**config.mk**
```make
export PLATFORM = sky130hd
export DESIGN_NAME = pmt_count_combiner
export DESIGN_NICKNAME = d
export VERILOG_FILES = /design/src/rtl/pmt_count_combiner.sv
export SDC_FILE = /design/constraint.sdc
export NUM_CORES = 1
export LEC_CHECK = 0
export ABC_CLOCK_PERIOD_IN_PS = 3130
export CAP_MARGIN = 20
export CELL_PAD_IN_SITES_DETAIL_PLACEMENT = 0
export CELL_PAD_IN_SITES_GLOBAL_PLACEMENT = 2
export CORE_ASPECT_RATIO = 1.1
export CORE_UTILIZATION = 37
export CTS_CLUSTER_SIZE = 28
export DETAILED_ROUTE_END_ITERATION = 12
export GPL_TIMING_DRIVEN = 0
export PLACE_DENSITY = 0.9
export SLEW_MARGIN = 0
export SYNTH_ARGS = -nofsm -noshare
export SYNTH_HDL_FRONTEND = slang
export SYNTH_SLANG_ARGS = --single-unit
```
**constraint.sdc**
```tcl
create_clock -name clock -period 3.13 [get_ports clock]
set_clock_uncertainty 0.05 [all_clocks]
set_input_delay 0.626 -clock clock [delete_from_list [all_inputs] [get_ports clock]]
set_output_delay 0.626 -clock clock [all_outputs]
set_load 0.01 [all_outputs]
```
**src/rtl/pmt_count_combiner.sv**
```systemverilog
// pmt_count_combiner: latches one time-bin of per-channel PMT counts and
// emits a masked sum, the packed masked channels, or both, as a
// little-endian byte stream with valid/ready handshake and last marker.
//
// Parameters:
//   CHANNELS  number of count channels (1..8)
//   CW        width of each channel count (1..16), CB = ceil(CW/8) bytes
//   SW        sum width (8..24), SB = ceil(SW/8) bytes
// Ports:
//   clock, reset         rising-edge clock, async active-high reset
//   count, count_valid   channel k at count[k*CW +: CW]; capture strobe
//   mode                 00 SUM, 01 PACK, 10 SUM_PACK, 11 SUM
//   chan_mask            1 = channel included
//   out_data/out_valid/out_ready/out_last   byte stream
//   busy                 frame in progress
//   frame_done           one-cycle pulse at frame completion
//   dropped              sticky: count_valid seen while busy
// Build option:
//   PMT_COMBINE_SATURATE_EN  defined: sum clamps at 2^SW-1; else wraps.

module pmt_count_combiner #(
    parameter int CHANNELS = 2,
    parameter int CW       = 8,
    parameter int SW       = 16
) (
    input  logic                   clock,
    input  logic                   reset,
    input  logic [CHANNELS*CW-1:0] count,
    input  logic                   count_valid,
    input  logic [1:0]             mode,
    input  logic [CHANNELS-1:0]    chan_mask,
    output logic [7:0]             out_data,
    output logic                   out_valid,
    input  logic                   out_ready,
    output logic                   out_last,
    output logic                   busy,
    output logic                   frame_done,
    output logic                   dropped
);

    localparam int CB   = (CW + 7) / 8;
    localparam int SB   = (SW + 7) / 8;
    localparam int MAXB = SB + CHANNELS * CB;
    localparam int PW   = MAXB * 8;
    localparam int NW   = $clog2(MAXB + 1);

    typedef enum logic [1:0] {
        S_IDLE,
        S_SUM,
        S_SEND,
        S_DONE
    } state_t;

    state_t                 state;
    logic [CHANNELS*CW-1:0] count_r;
    logic [1:0]             mode_r;
    logic [CHANNELS-1:0]    mask_r;
    logic [PW-1:0]          plan_r;
    logic [NW-1:0]          left_r;

    logic [PW-1:0]          plan_c;
    logic [NW-1:0]          n_c;
    logic [31:0]            acc;
    logic [SW-1:0]          sum_c;
    logic [SB*8-1:0]        sum_x;
    logic [CB*8-1:0]        ch_x;
    int                     pos;

    // Accumulate in 32 bits so the true sum is known before clamp/wrap.
    always_comb begin
        acc = '0;
        for (int k = 0; k < CHANNELS; k++) begin
            if (mask_r[k]) begin
                acc = acc + 32'(count_r[k*CW +: CW]);
            end
        end
`ifdef PMT_COMBINE_SATURATE_EN
        if (|(acc >> SW)) begin
            sum_c = '1;
        end else begin
            sum_c = acc[SW-1:0];
        end
`else
        sum_c = acc[SW-1:0];
`endif
    end

    // Byte plan: optional sum bytes followed by optional packed channels,
    // laid out from byte 0 upward so the sender just shifts right.
    always_comb begin
        plan_c = '0;
        pos    = 0;
        sum_x  = '0;
        sum_x[SW-1:0] = sum_c;
        ch_x   = '0;
        if (mode_r != 2'b01) begin
            for (int b = 0; b < SB; b++) begin
                plan_c[pos*8 +: 8] = sum_x[b*8 +: 8];
                pos = pos + 1;
            end
        end
        if (mode_r == 2'b01 || mode_r == 2'b10) begin
            for (int k = 0; k < CHANNELS; k++) begin
                if (mask_r[k]) begin
                    ch_x = '0;
                    ch_x[CW-1:0] = count_r[k*CW +: CW];
                    for (int b = 0; b < CB; b++) begin
                        plan_c[pos*8 +: 8] = ch_x[b*8 +: 8];
                        pos = pos + 1;
                    end
                end
            end
        end
        n_c = NW'(pos);
    end

    always_ff @(posedge clock or posedge reset) begin
        if (reset) begin
            state      <= S_IDLE;
            count_r    <= '0;
            mode_r     <= '0;
            mask_r     <= '0;
            plan_r     <= '0;
            left_r     <= '0;
            out_data   <= '0;
            out_valid  <= 1'b0;
            out_last   <= 1'b0;
            busy       <= 1'b0;
            frame_done <= 1'b0;
            dropped    <= 1'b0;
        end else begin
            if (count_valid && state != S_IDLE) begin
                dropped <= 1'b1;
            end
            unique case (state)
                S_IDLE: begin
                    if (count_valid) begin
                        count_r <= count;
                        mode_r  <= mode;
                        mask_r  <= chan_mask;
                        busy    <= 1'b1;
                        state   <= S_SUM;
                    end
                end
                S_SUM: begin
                    plan_r <= plan_c;
                    left_r <= n_c;
                    if (n_c == '0) begin
                        frame_done <= 1'b1;
                        state      <= S_DONE;
                    end else begin
                        out_valid <= 1'b1;
                        out_data  <= plan_c[7:0];
                        out_last  <= (n_c == NW'(1));
                        state     <= S_SEND;
                    end
                end
                S_SEND: begin
                    if (out_ready) begin
                        if (left_r == NW'(1)) begin
                            out_valid  <= 1'b0;
                            out_last   <= 1'b0;
                            out_data   <= '0;
                            frame_done <= 1'b1;
                            state      <= S_DONE;
                        end else begin
                            plan_r   <= plan_r >> 8;
                            out_data <= plan_r[15:8];
                            left_r   <= left_r - NW'(1);
                            out_last <= (left_r == NW'(2));
                        end
                    end
                end
                S_DONE: begin
                    frame_done <= 1'b0;
                    busy       <= 1'b0;
                    state      <= S_IDLE;
                end
                default: begin
                    state <= S_IDLE;
                end
            endcase
        end
    end

endmodule

```
# --- Word-level counts from Yosys, hierarchy flattened ---
# Cells that the tools add are included.
totals:
  reg_bits: 70
  in_bits: 24
  output_inout_bits: 13
  elab_cells: 95
classes:
  n_addsub: 6
  n_eq_ne: 15
  shift: 4
  n_mux: 43
  n_reduce_logical: 15
ops:
  columns: ["op", "n"]
  rows:
  - ["$mux W32", 6]
  - ["$neg A32 Y33", 2]
  - ["$shift A8 B33 Y32 const A", 2]
  - ["$shiftx A8 B33 Y32", 2]
  - ["$bwmux W32", 2]
  - ["$pmux W32 S2", 1]
  - ["$mux W29", 2]
  - ["$mux W16", 2]
  - ["$mux W8", 4]
  - ["$pmux W8 S2", 1]
  - ["$mux W3", 4]
  - ["$ne A2 B2 Y1 const B", 6]
  - ["$mux W1", 11]
  - ["$add A8 B8 Y9", 1]
  - ["$reduce_and A3 Y1", 3]
  - ["$mux W2", 4]
  - ["$pmux W2 S4", 1]
  - ["$reduce_and A4 Y1", 2]
  - ["$eq A2 B2 Y1 const B", 3]
  - ["$eq A3 B1 Y1 const B", 2]
  - ["$pmux W1 S2", 3]
  - ["$pmux W3 S2", 1]
  - ["$reduce_bool A2 Y1", 3]
  - ["$eq A2 B1 Y1 const B", 2]
  - ["other kinds (12)", 13]

# --- Longest topological paths before layout ---
logic_depth:
  word_depth: 12
  mapped_depth: 11
  ltp_nobuf: 9

# --- Worst setup path before layout ---
# OpenSTA, ideal clock, no wires.
synth_path:
  kind: "register -> register"
  start: "reg mask_r[0]"
  end: "reg out_data[6]"
  setup_time_ns: 0.076
  arrival_time_ns: 2.658
  required_time_ns: 3.004
  setup_slack_ns: 0.345
  stages_incl_launch_ff: 12
  n_path_buf: 2
  synth_period_minus_slack_ns: 2.785
  cell_sequence: "dfrtp_1 buf_4 buf_2 and2_1 ha_1 inv_1 fa_1 a21boi_1 o211a_1 or4_1 and3_1 o21ai_1"
synth_between:
  elab_chain_len: 12
  elab_cells_between_ends: 23
  classes_between: "3 x add/sub; 1 x eq/ne; 2 x shift; 15 x mux; 2 x reduce/logical"
synth_rtl:
  columns: ["element", "line_no", "rtl"]
  rows:
  - ["start: declaration", "57", "logic [CHANNELS-1:0] mask_r;"]
  - ["start signal: assignment", "140", "mask_r <= chan_mask;"]
  - ["parallel branches: the longest is 12 deep, another holds $neg A32 Y33", null, null]
  - ["end signal: assignment", "153", "out_data <= plan_c[7:0];"]
  - ["end signal: assignment", "168", "out_data <= plan_r[15:8];"]
  - ["end: declaration", "32", "output logic [7:0] out_data,"]
# Parallel ways; which one is timed is not known. The select of a mux whose other input is x is not followed.
# A chain may end at the register's enable or synchronous reset.

# --- Worst setup path in the final report ---
layout_path:
  start: "reg mode_r[1]"
  end: "reg out_data[7]"
layout_between:
  elab_chain_len: 12
  elab_cells_between_ends: 29
  classes_between: "4 x add/sub; 4 x eq/ne; 4 x shift; 14 x mux; 3 x reduce/logical"
layout_rtl:
  columns: ["element", "line_no", "rtl"]
  rows:
  - ["start: declaration", "56", "logic [1:0] mode_r;"]
  - ["start signal: assignment", "139", "mode_r <= mode;"]
  - ["$ne A2 B1 Y1", "96", "if (mode_r != 2'b01) begin"]
  - ["$mux W2", "96", null]
  - ["$add A2 B1 Y3 / $neg A32 Y33 (equally long branches)", "109, 108", null]
  - ["$mux W29 (tied with other cells)", "104", "if (mask_r[k]) begin"]
  - ["$mux W29 / $bwmux W32 (equally long branches)", "102, 108", null]
  - ["$neg A32 Y33 / $mux W32 (equally long branches)", "108, 104", null]
  - ["$shiftx A8 B33 Y32 (tied with other cells)", "108", "plan_c[pos*8 +: 8] = ch_x[b*8 +: 8];"]
  - ["$bwmux W32", "108", null]
  - ["$mux W32", "104", null]
  - ["$mux W32", "102", "if (mode_r == 2'b01 || mode_r == 2'b10) begin"]
  - ["$mux W8", "148", "if (n_c == '0) begin"]
  - ["$pmux W8 S2", "135", "unique case (state)"]
# Several ways; a longest one is shown, not always the timed one. The select of a mux whose other input is x is not followed.

==> reports/results.ini <==
[status]
status=finished, final reports clean

[floorplanning]
fp.dieArea_mm2=0.0107
num_rows=38
start_util_pct=38.3
pin_count=37
core_mm2=0.00994
die_h_um=108
die_x_um=98.7

[critical_path]
cp.arrival_ns=3.23
critPathLaunch=mode_r[1]$_DFFE_PP0P_
crit_buf_inv=2
crit_chain=inv_1 > ha_1 > clkinv_1 > ha_1 > and4bb_4 > a22o_4 > nor4_1 > a221oi_2 > a21oi_1
reg2reg_slack_ns=0.14
r2r_cells=9
max_stage_delay_ns=0.48
cp-start-kind=flip-flop
crit_end=out_data[7]$_DFFE_PP0P_
critPathSlowestCell=ha_1
r2r-end=out_data[7]$_DFFE_PP0P_
crit_top_cell=ha_1
required_ns=3.36
r2r_start=mode_r[1]$_DFFE_PP0P_
critPathKind=flip-flop to flip-flop
critPathTopFamily=adder cells
crit_fanout=10
crit_cells=9
cp-end-kind=flip-flop

[detailed_routing]
drcViolationCount=0
ant_nets=0
drtPass1Iterations=5
routedWlPerCell_um=18.2
num_vias=3216
drt-total-wl_mm=10.4
avgViaCountPerCell=5.65
drtIter0Drc=237

[place]
place_congestion=0.844
dp.final_hpwl_mm=7.87
place_area_mm2=0.00434
placed_cells=553
port_buffers=36

[finish]
syn_to_final_growth_pct=20.0
finish.utilization_pct=45.9
fin_nets=489
drive_above_1_share_pct=13.8
ff_latch_area_mm2=0.00155
finalNonFillerCells=569
multi_input_area_mm2=0.00206
stdcell_area_mm2=0.00457
nFillCells=939
n_antenna_cell=0

[synth]
ys_types=64
synth_area_mm2=0.00381
synth_edf_count=0
synthTopCellsByArea=dfrtp_1 41%, ha_1 6.6%, mux2_2 5.9%
synthFlopType=dfrtp_1
ys_seq_area_share_pct=40.8
synthArstFlopShare_pct=100
yosys.area.top_type=dfrtp_1
yosysWarnings=0
synth.avg_cell_area_um2=9.61
syn_inst=396
synth_fp_nets=441
synth_seq_cells=62
yosys.area.top_type_share_pct=40.8

[global_route]
grt_pass1_wl_mm=16.8
grt_overflow=0
track_usage_pct=21.0
grt_pass1_vias=3141
antenna_found_initial=0
grt_max_degree=33

[clock_tree]
cts_buffers=9
h-tree-depth=3
hold_buffers=0
root_buffer=clkbuf_8
cts_tree=built
clk_pin_slew_ns=0.07
cts_sinks=62
clk_path_buf_depth=2
clk_latency_ns=0.36

[power]
ir_worst_vdd_uv=487
power.density_mw_per_mm2=1170
p_leak_nw=1.94
finalPower_mw=5.35

[sta]
whs_ns=0.407
timing.final.max_slew_violations=0
hold_viol=0
setup_viol=0
min_period_over_period_pct=95.7
tightest_slew_ns=0.699
max_freq_mhz=334
rsz0062_at_grt=false
min_period_ns=2.99
slew_headroom_pct=53.4

[min_path]
hold_path.class=flip-flop to flip-flop

[run]
cap_violations=0

cells in the final DEF (no fill, tap or decap), types with 3 or more instances in the layout:
| master | n |
|---|---|
| mux2i_1 | 3 |
| nor2_1 | 13 |
| dfrtp_1 | 61 |
| a22oi_1 | 19 |
| a21oi_1 | 30 |
| and3_1 | 4 |
| ha_1 | 20 |
| nand2_1 | 37 |
| buf_4 | 3 |
| clkbuf_8 | 9 |
| mux2_2 | 20 |
| inv_1 | 20 |
| o211ai_1 | 6 |
| a211oi_1 | 3 |
| a221oi_1 | 3 |
| nand3_1 | 5 |
| o21ai_1 | 8 |
| a22o_1 | 14 |
| o21ai_0 | 27 |
| buf_2 | 8 |
| and2_1 | 7 |
| nor3_1 | 6 |
| xor2_1 | 4 |
| clkbuf_1 | 9 |
| nand2b_1 | 4 |
| o21a_1 | 4 |
| nand3b_1 | 4 |
| nor2b_1 | 4 |
| clkdlybuf4s50_1 | 36 |
worst reg2reg max path: stages (launching register included):
cell	delay [ns]
dfrtp_1	0.37
inv_1	0.06
ha_1	0.35
clkinv_1	0.38
ha_1	0.48
and4bb_4	0.25
a22o_4	0.30
nor4_1	0.46
a221oi_2	0.10
a21oi_1	0.13
power breakdown:
part / leakage (nW) / switching (mW) / internal (mW) / total [mW]
Sequential: 0.778 / 0.295 / 1.13 / 1.42
Clock: 0.106 / 0.345 / 0.450 / 0.795
Combinational: 1.06 / 1.85 / 1.28 / 3.14
Total: 1.94 / 2.49 / 2.86 / 5.35
per-layer routing:
metal  up-vias  wire, µm  GRT usage, %
met1      1541      4810          27.5
li1       1563         -             -
met5         -         0             0
met4         0       370          11.3
met2        88      4740          32.9
met3        24       446          4.07
timing repair:
item	4_1_cts	5_1_grt
buffers inserted	0	1
resized for setup	1	1
setup endpoints to repair	1	1
gates cloned	0	0
endpoints found under the hold margin	0	0
stage by stage:
step | setup TNS [ns] | setup WS [ns]
final | 0 | 0.135
after global routing | 0 | 0.0232
after CTS | 0 | 0.0630
after detailed placement | -0.234 | -0.234
after global placement | -13.85 | -0.225
after floorplan | 0 | 0.345
cells in the mapped netlist, drive strengths merged, types with 5 or more instances:
cell type and number:
a21oi 32, a22o 15, a22oi 19, and2 7, buf 14, clkbuf 10, dfrtp 62, ha 20
inv 21, mux2 20, nand2 37, nand3 5, nor2 14, nor3 6, o211ai 6, o21ai 35
flip-flops by register name, indices dropped and copies added, names as in the netlist, 2 cells and up:
register  count
mode_r        2
out_data      8
mask_r        2
left_r        3
state         2
plan_r       24
count_r      16
how the worst min path moves through the flow:
stage	depth (start not counted)	startpoint	end	slack, ns
2_1_floorplan	2	plan_r[13]$_DFFE_PP0P_	plan_r[13]$_DFFE_PP0P_	0.39
3_3_place_gp	1	dropped$_DFFE_PP0P_	dropped$_DFFE_PP0P_	0.39
4_1_cts	1	dropped$_DFFE_PP0P_	dropped$_DFFE_PP0P_	0.42
5_1_grt	1	dropped$_DFFE_PP0P_	dropped$_DFFE_PP0P_	0.44
6_report	1	dropped$_DFFE_PP0P_	dropped$_DFFE_PP0P_	0.41
3_5_place_dp	1	dropped$_DFFE_PP0P_	dropped$_DFFE_PP0P_	0.40
kinds of logic (layout without fill, tap and decap cells):
kind of cell / Yosys count / in the layout / synth area share (%)
AO/OA/AOI/OAI: 141 / 141 / 25.7
AND/OR/NAND/NOR: 98 / 98 / 13.4
flip-flops: 62 / 62 / 40.8
buffers and inverters: 46 / 99 / 5.16
multiplexers: 23 / 23 / 6.71
adder cells (fa/ha/maj): 21 / 21 / 7.10
XOR/XNOR: 5 / 5 / 1.15
layout make-up:
type / count / area share (%)
Sequential cell: 62 / 34.0
Multi-Input combinational cell: 288 / 45.1
Clock inverter: 7 / 2.14
Tap cell: 120 / 3.29
Inverter: 22 / 1.81
Timing Repair Buffer: 38 / 8.50
Buffer: 23 / 2.47
Clock buffer: 9 / 2.71
(Power assumes the default switching activity.)
